<file path="src/rtl/clock_disp_pkg.sv">
// Shared constants and types for the multiplexed HH:MM:SS seven-segment scanner.
// Segment codes are active-low in {g,f,e,d,c,b,a} order.
package clock_disp_pkg;

    localparam int NUM_DIGITS = 6;

    typedef logic [2:0] digit_idx_t;

    localparam logic [6:0] SEG_OFF = 7'h7F;

    localparam logic [6:0] SEG_FONT [10] = '{
        7'h40, 7'h79, 7'h24, 7'h30, 7'h19,
        7'h12, 7'h02, 7'h78, 7'h00, 7'h10
    };

    // Anything outside 0..9 renders dark rather than indexing past the table.
    function automatic logic [6:0] seg_encode(input logic [3:0] digit);
        if (digit > 4'd9) begin
            return SEG_OFF;
        end
        return SEG_FONT[digit];
    endfunction

endpackage

</file>
<file path="src/rtl/bin_to_bcd.sv">
// Combinational split of a 6-bit value (0..63) into decimal tens and ones digits.
module bin_to_bcd (
    input  logic [5:0] bin_i,
    output logic [3:0] tens_o,
    output logic [3:0] ones_o
);

    assign tens_o = 4'(bin_i / 6'd10);
    assign ones_o = 4'(bin_i % 6'd10);

endmodule

</file>
<file path="src/rtl/clock_display_scan.sv">
// Six-digit multiplexed seven-segment scanner with per-frame time snapshot, anode blanking
// and blinking colon. Define CLOCK_DISPLAY_HOUR12_EN for 12-hour display with a PM dot.
module clock_display_scan
    import clock_disp_pkg::*;
#(
    parameter int CLK_HZ       = 50_000_000,
    parameter int SCAN_HZ      = 1_000,
    parameter int BLANK_CYCLES = 16
) (
    input  logic       clk,
    input  logic       reset,
    input  logic       tick,
    input  logic [5:0] sec,
    input  logic [5:0] min,
    input  logic [4:0] hour,
    output logic [6:0] seg,
    output logic       dp,
    output logic [5:0] an
);

    localparam int DIV = CLK_HZ / SCAN_HZ;
    localparam int PW  = (DIV > 1) ? $clog2(DIV) : 1;
    localparam logic [PW-1:0] PCNT_LAST = PW'(DIV - 1);
    localparam logic [PW-1:0] BLANK_END = PW'(BLANK_CYCLES);
    localparam digit_idx_t    IDX_LAST  = digit_idx_t'(NUM_DIGITS - 1);

    logic [PW-1:0] pcnt_q, pcnt_d;
    digit_idx_t    idx_q, idx_d;
    logic [5:0]    snap_sec_q, snap_sec_d;
    logic [5:0]    snap_min_q, snap_min_d;
    logic [4:0]    snap_hour_q, snap_hour_d;
    logic          blink_q, blink_d;
    logic [6:0]    seg_q, seg_d;
    logic          dp_q, dp_d;
    logic [5:0]    an_q, an_d;

    logic          strobe;
    logic [4:0]    hour_shown;
    logic [3:0]    sec_tens, sec_ones, min_tens, min_ones, hour_tens, hour_ones;
    logic [3:0]    digit;

    always_ff @(posedge clk or posedge reset) begin
        if (reset) begin
            pcnt_q      <= '0;
            idx_q       <= '0;
            snap_sec_q  <= '0;
            snap_min_q  <= '0;
            snap_hour_q <= '0;
            blink_q     <= 1'b0;
            seg_q       <= SEG_OFF;
            dp_q        <= 1'b1;
            an_q        <= 6'h3F;
        end else begin
            pcnt_q      <= pcnt_d;
            idx_q       <= idx_d;
            snap_sec_q  <= snap_sec_d;
            snap_min_q  <= snap_min_d;
            snap_hour_q <= snap_hour_d;
            blink_q     <= blink_d;
            seg_q       <= seg_d;
            dp_q        <= dp_d;
            an_q        <= an_d;
        end
    end

    // The snapshot shares the idx 5 -> 0 edge so a whole frame shows one coherent time.
    always_comb begin
        strobe      = (pcnt_q == PCNT_LAST);
        pcnt_d      = strobe ? '0 : pcnt_q + 1'b1;
        idx_d       = idx_q;
        snap_sec_d  = snap_sec_q;
        snap_min_d  = snap_min_q;
        snap_hour_d = snap_hour_q;
        blink_d     = blink_q ^ tick;
        if (strobe) begin
            if (idx_q == IDX_LAST) begin
                idx_d       = '0;
                snap_sec_d  = sec;
                snap_min_d  = min;
                snap_hour_d = hour;
            end else begin
                idx_d = idx_q + 1'b1;
            end
        end
    end

    always_comb begin
`ifdef CLOCK_DISPLAY_HOUR12_EN
        if (snap_hour_q == 5'd0) begin
            hour_shown = 5'd12;
        end else if (snap_hour_q > 5'd12) begin
            hour_shown = snap_hour_q - 5'd12;
        end else begin
            hour_shown = snap_hour_q;
        end
`else
        hour_shown = snap_hour_q;
`endif
    end

    bin_to_bcd u_bcd_sec  (.bin_i(snap_sec_q),         .tens_o(sec_tens),  .ones_o(sec_ones));
    bin_to_bcd u_bcd_min  (.bin_i(snap_min_q),         .tens_o(min_tens),  .ones_o(min_ones));
    bin_to_bcd u_bcd_hour (.bin_i({1'b0, hour_shown}), .tens_o(hour_tens), .ones_o(hour_ones));

    always_comb begin
        case (idx_q)
            3'd0:    digit = sec_ones;
            3'd1:    digit = sec_tens;
            3'd2:    digit = min_ones;
            3'd3:    digit = min_tens;
            3'd4:    digit = hour_ones;
            3'd5:    digit = hour_tens;
            default: digit = sec_ones;
        endcase
        seg_d = seg_encode(digit);
        dp_d  = ~(((idx_q == 3'd2) || (idx_q == 3'd4)) && blink_q);
`ifdef CLOCK_DISPLAY_HOUR12_EN
        if ((idx_q == 3'd0) && (snap_hour_q >= 5'd12)) begin
            dp_d = 1'b0;
        end
`endif
        an_d = (pcnt_q < BLANK_END) ? 6'h3F : ~(6'd1 << idx_q);
    end

    assign seg = seg_q;
    assign dp  = dp_q;
    assign an  = an_q;

endmodule

</file>
<file path="config.mk">
export PLATFORM = sky130hd
export DESIGN_NAME = clock_display_scan
export DESIGN_NICKNAME = d
export VERILOG_FILES = /design/src/rtl/clock_disp_pkg.sv /design/src/rtl/bin_to_bcd.sv /design/src/rtl/clock_display_scan.sv
export SDC_FILE = /design/constraint.sdc
export NUM_CORES = 1
export LEC_CHECK = 0
export BUFFER_PORTS_ARGS = -buffer_cell sky130_fd_sc_hd__buf_2
export CELL_PAD_IN_SITES_DETAIL_PLACEMENT = 1
export CELL_PAD_IN_SITES_GLOBAL_PLACEMENT = 1
export CORE_ASPECT_RATIO = 1.25
export CORE_MARGIN = 2
export CORE_UTILIZATION = 43
export CTS_BUF_LIST = sky130_fd_sc_hd__clkbuf_2 sky130_fd_sc_hd__clkbuf_4 sky130_fd_sc_hd__clkbuf_8
export CTS_CLUSTER_SIZE = 28
export DETAILED_ROUTE_END_ITERATION = 10
export GPL_ROUTABILITY_DRIVEN = 0
export PLACE_DENSITY = 0.76
export RECOVER_POWER = 100
export SLEW_MARGIN = 20
export SYNTH_ARGS = -nofsm -noshare
export SYNTH_HDL_FRONTEND = slang
export SYNTH_HIERARCHICAL = 1
export SYNTH_SLANG_ARGS = --single-unit
</file>
<file path="constraint.sdc">
create_clock -name clk -period 2.7 [get_ports clk]
set_clock_uncertainty 0.05 [all_clocks]
set_input_delay 0.54 -clock clk [delete_from_list [all_inputs] [get_ports clk]]
set_output_delay 0.54 -clock clk [all_outputs]
set_load 0.02 [all_outputs]
</file>
; Word level (Yosys, flattened, before mapping)
; Memory sizes are Yosys's and may differ from the RTL's.
; Cells that the tools add are included.
[op_classes]
addsub = 2
div = 6
magnitude_cmp = 3
n_eq_ne = 6
shifts = 1
muxes = 9
bitwise = 4
reduce_logical = 3
[ops]
columns = op, n
row1 = $mux W7, 4
row2 = $pmux W4 S5, 1
row3 = $add A16 B1 Y16 const B, 1
row4 = $eq A16 B16 Y1 const B, 1
row5 = $lt A16 B5 Y1 const B, 1
row6 = $mux W16, 1
row7 = $div A6 B4 Y6 const B, 2
row8 = $mod A6 B4 Y6 const B, 2
row9 = $div A5 B4 Y6 const B, 1
row10 = $eq A3 B2 Y1 const B, 2
row11 = $eq A3 B3 Y1 const B, 2
row12 = $mod A5 B4 Y6 const B, 1
row13 = $mux W6, 1
row14 = $not A6 Y6, 1
row15 = $shl A1 B3 Y6 const A, 1
row16 = $ge A5 B5 Y1 const B, 1
row17 = $not A4 Y5, 1
row18 = $gt A4 B4 Y1 const B, 1
row19 = $add A3 B1 Y3 const B, 1
row20 = $eq A3 B1 Y1 const B, 1
row21 = $mux W3, 1
row22 = $reduce_and A2 Y1, 1
row23 = $logic_and A1 B1 Y1, 1
row24 = $logic_or A1 B1 Y1, 1
row25 = 3 further kinds, 3
[totals]
register_bits = 51
mem_bits_ro = 112
input_bits = 20
output_inout_bits = 14
word_cells = 44
mem_count = 1
[memory_table]
columns = memory, depth, word_bits, rd, rd_clocked_by_memory_dff, write_ports, line
row1 = (name not given), 16, 7, 1, 0, 0, clock_disp_pkg.sv:21  ; return SEG_FONT[digit];

; Logic depth before layout (Yosys ltp)
[depth]
ltp_word = 7
mapped_depth = 14

; By module
; The synthesis kept the hierarchy.
[modules_own_cells]
columns = module, instances, cells_per_inst, area_each_um2, seq_area_each_um2
row1 = clock_display_scan, 1, 212, 2467.4, 1293.7
row2 = bin_to_bcd, 3, 53, 346.6, 0.0

; Least setup slack after synthesis
; Ideal clock, no wire load.
[synth_path]
kind = reg2reg
from = reg snap_hour_q[3] (netlist: hour_shown[3])
to = reg seg_q[2] (netlist: seg[2])
setup_ns = 0.091
arrival_time_ns = 2.506
required_time_ns = 2.559
path_slack_ns = 0.053
stages_incl_launch_ff = 13
cell_sequence = dfrtp_1 buf_6 or2b_1 o211ai_1 o21ai_0 ha_1 a41oi_1 or3_1 nor4b_1 nor4_1 o22a_1 o21ai_0 o21ai_0
[synth_via]
elab_chain_cells = 7
elab_cells_between_ends = 10
cone_classes = 2 x div / 1 x order compare / 5 x mux / 1 x bitwise / 1 x memory
[synth_rtl]
columns = element, line
row1 = from (decl), clock_display_scan.sv:31  ; logic [4:0] snap_hour_q, snap_hour_d;
row2 = from (signal assigned), clock_display_scan.sv:58  ; snap_hour_q <= snap_hour_d;
row3 = $mod A5 B4 Y6 (*), bin_to_bcd.sv:9  ; assign ones_o = 4'(bin_i % 6'd10);
row4 = named net hour_ones[2], clock_display_scan.sv:39  ; logic [3:0] sec_tens, sec_ones, min_tens, min_ones, hour_tens, hour_ones;
row5 = $pmux W4 S5 (*), clock_display_scan.sv:106  ; case (idx_q)
row6 = $not A4 Y5 (not written as such), clock_disp_pkg.sv:21
row7 = $mem_v2 Z16 W7, n/a
row8 = $mux W7 (not written as such) (2 in series), clock_disp_pkg.sv:21
row9 = $mux W7 (*), clock_disp_pkg.sv:21
row10 = named net seg_d[2], clock_display_scan.sv:33  ; logic [6:0] seg_q, seg_d;
row11 = to (signal assigned), clock_display_scan.sv:60  ; seg_q <= seg_d;
row12 = to (decl), clock_display_scan.sv:33
; Mark *: on every way through the listed nets, which the timed path passes. The rest lies on a longest branch. The select of a mux whose other input is x is not followed.
; A chain may end at the register's enable or synchronous reset.

; Worst setup path in the final report
[layout_path]
from = reg snap_hour_q[3] (netlist: hour_shown[3])
to = reg seg_q[4] (netlist: seg[4])
; The elaborated chain is that of the path after synthesis.

==> flow_summary.toml <==
[run]
max-cap-violations = 0

[power]
switching_share = 0.292
power.leakage_nw = 1.88
peakVddDrop_uv = 248
p_per_area_nw_per_um2 = 456
clkPwrFrac = 0.308
comb_power_share = 0.231
seq_power_share = 0.461
p_int_mw = 1.32
switchingPower_mw = 0.546

[clocking]
clock_sinks = 51
cts_buffers = 5
cts_hold_buf = 0
clock-root-buffer = "clkbuf_8"
cts.path.max_buffers = 2
path_clk_slew_ns = 0.10
clk_latency_ns = 0.32
cts_tree = "yes"
htreeDepth = 2

[global_routing]
grt_pass1_vias = 3138
grt_max_degree = 24
grt_usage = 0.203
grt.overflow.total = 0
antenna_found_initial = 0
grt_pass1_wl_um = 14600

[synth]
syn_avg_cell_area_um2 = 9.45
syn_area_um2 = 3510
synth-seq-area-share = 0.369
synth_edf_count = 0
synth_ff_type = "dfrtp_1"
yosysUniqueCellTypes = 54
ys_async_sr_fraction = 1.00
synthTopCellsByArea = "dfrtp_1 26%, dfstp_2 10%, ha_1 4.3%, mux2_4 4.3%, xor2_1 3.7%"
yosys_warnings = 6
synth_top_cell_by_area = "dfrtp_1"
yosysTopAreaCellShare = 0.264
syn_inst = 371
synth_seq_cells = 51

[place]
place_hpwl_um = 6610
portBuffers = 33
dp_slack_ns = -0.101
dpl-instance-area_um2 = 3800

[cells_and_area]
area_growth_pct = 16.9
fill_cells = 946
regArea_um2 = 1290
num_antenna_cells = 0
final_util = 0.523
drive_above_1_share = 0.328
design_area_um2 = 4100
multiInputGateArea_um2 = 2150
nNetsFinal = 455

[timing]
fmax_ghz = 0.368
fin_tns_setup_ns = -0.0383
finalHoldViolCount = 0
rsz0062_at_grt = "yes"
layout_setup_ws_ns = -0.0195
slew_violations = 0
period_share = 1.01
post-route-min-period_ns = 2.72
slew_headroom = 0.156
finalSetupViolCount = 3
max_slew.worst_pin.slew_ns = 1.27

[critical_path]
worstPathRequired_ns = 2.89
cp-start-kind = "flip-flop"
r2r_cells = 12
cp_slowest_stage_delay_ns = 0.39
worstPathMaxFanout = 8
critPathSlowestCell = "dfrtp_1"
cp_cell_sequence = "buf_4, nand3b_1, a21o_2, a21oi_1, a211o_1, a221o_1, o32a_1, inv_2, ha_4, nor2_4, a21oi_2, a32oi_1"
crit_buf_inv = 2
path_depth = 12
worstPathArrival_ns = 2.91
path_delay_family = "compound AO/OA/AOI/OAI gates"
r2r-end = "seg[4]"
crit_start = "hour_shown[3]"
path_class = "flip-flop to flip-flop"
ff2ff_setup_slack_ns = -0.02
crit_path_end = "seg[4]"
r2r_start = "hour_shown[3]"
cp-end-kind = "flip-flop"

[outcome]
violations = "setup timing"
status = "finished with violations"

[detailed_routing]
route.detailed.drc = 0
vias_per_cell = 5.65
num_vias = 2930
ant_nets = 0
drtIter0Drc = 74
wl_um = 9150
avgRoutedWirePerCell_um = 17.6
first_pass_iters = 7

[floorplan]
die_y_um = 105
dieArea_um2 = 8900
core_area_um2 = 7840
io-pin-count = 34
start_util = 0.447
fp.dieW_um = 84.8
fp-row-count = 36

[min_path]
min_path_type = "input port to async pin"
## metrics by stage
step / instances / power, mW / hold slack, ns
after floorplan: 377 / 1.14 / 0.368
after global placement: 505 / 1.23 / 0.396
after detailed placement: 505 / 1.25 / 0.423
after CTS: 515 / 1.83 / 0.108
after global routing: 519 / 1.95 / 0.256
final: 519 / 1.87 / 0.194
## cell families (layout without fill, tap and decap cells)
kind of cell               count (synthesis)  count (layout)  synth area share
and+or+nand+nor                          145             145             0.227
AOI/OAI and AO/OA                         81              81             0.153
DFF                                       51              51             0.369
buffers and inverters                     32              79            0.0642
xor gates and xnor gates                  25              25            0.0624
muxes                                     21              21            0.0771
adders and majority gates                 12              12            0.0428
other                                      4              10           0.00428
## routing by layer
metal | track usage | vias up | wire length, um
met4 | 0.0703 | 0 | 171
met2 | 0.392 | 40 | 5210
met1 | 0.221 | 1495 | 3550
li1 | - | 1383 | -
met5 | 0 | - | 0
met3 | 0.0300 | 12 | 221
## what timing repair did
item,4_1_cts,5_1_grt
hold endpoints to repair,0,0
setup buffers,2,4
gates resized for setup,3,32
endpoints found under the setup margin,6,7
pin swaps,0,17
## state kept, by name, summed over array words and instances (netlist names)
signal / count
seg: 7
pcnt_q: 16
hour_shown: 5
idx_q: 3
dp: 1
an: 6
snap_min_q: 6
snap_sec_q: 6
blink_q: 1
## how the worst min path moves through the flow
stage / startpoint / slack, ns / cells after the start / endpoint
6_report: reset / 0.19 / 2 / blink_q
5_1_grt: reset / 0.26 / 2 / blink_q
4_1_cts: reset / 0.11 / 2 / blink_q
3_5_place_dp: blink_q / 0.42 / 1 / dp
3_3_place_gp: blink_q / 0.40 / 1 / dp
2_1_floorplan: blink_q / 0.37 / 1 / dp
## final cells by class
class / count / area share
tap: 95 / 0.0290
multi-input combinational: 294 / 0.524
inverter: 7 / 0.00641
clock inverter: 2 / 0.00946
sequential: 51 / 0.316
clock buffer: 6 / 0.0201
timing repair buffer: 64 / 0.0952
## cell usage after synthesis, types with 7 or more instances
| cell | instances |
|---|---|
| nand2_1 | 32 |
| dfrtp_1 | 37 |
| mux2_2 | 8 |
| nor2_1 | 28 |
| nand3_1 | 10 |
| a21oi_1 | 16 |
| xnor2_1 | 10 |
| buf_6 | 10 |
| nand2b_1 | 7 |
| inv_1 | 7 |
| o21ai_0 | 24 |
| dfstp_2 | 14 |
| xor2_1 | 15 |
| ha_1 | 12 |
| mux2_4 | 10 |
| nor3_1 | 11 |
## placed cells by master (no fill, tap or decap), drive strengths merged, types with 7 or more instances in the layout
cell type | Yosys | routed
nand2b | 7 | 7
nor3 | 11 | 11
xnor2 | 10 | 10
clkbuf | 3 | 8
nand3 | 10 | 10
xor2 | 15 | 15
mux2 | 18 | 18
dfrtp | 37 | 37
o21ai | 24 | 24
ha | 12 | 12
a21oi | 16 | 16
inv | 7 | 8
nand2 | 36 | 36
nor2 | 28 | 28
buf | 22 | 62
conb | 4 | 10
dfstp | 14 | 14
## power groups by stage
stage          combinational (mW)  clock [mW]  sequential, mW
2_1_floorplan               0.239           0           0.898
3_3_place_gp                0.360           0           0.874
3_5_place_dp                0.374           0           0.878
4_1_cts                     0.380       0.588           0.863
5_1_grt                     0.473       0.613           0.869
6_report                    0.433       0.576           0.862
(Power assumes the default switching activity.)
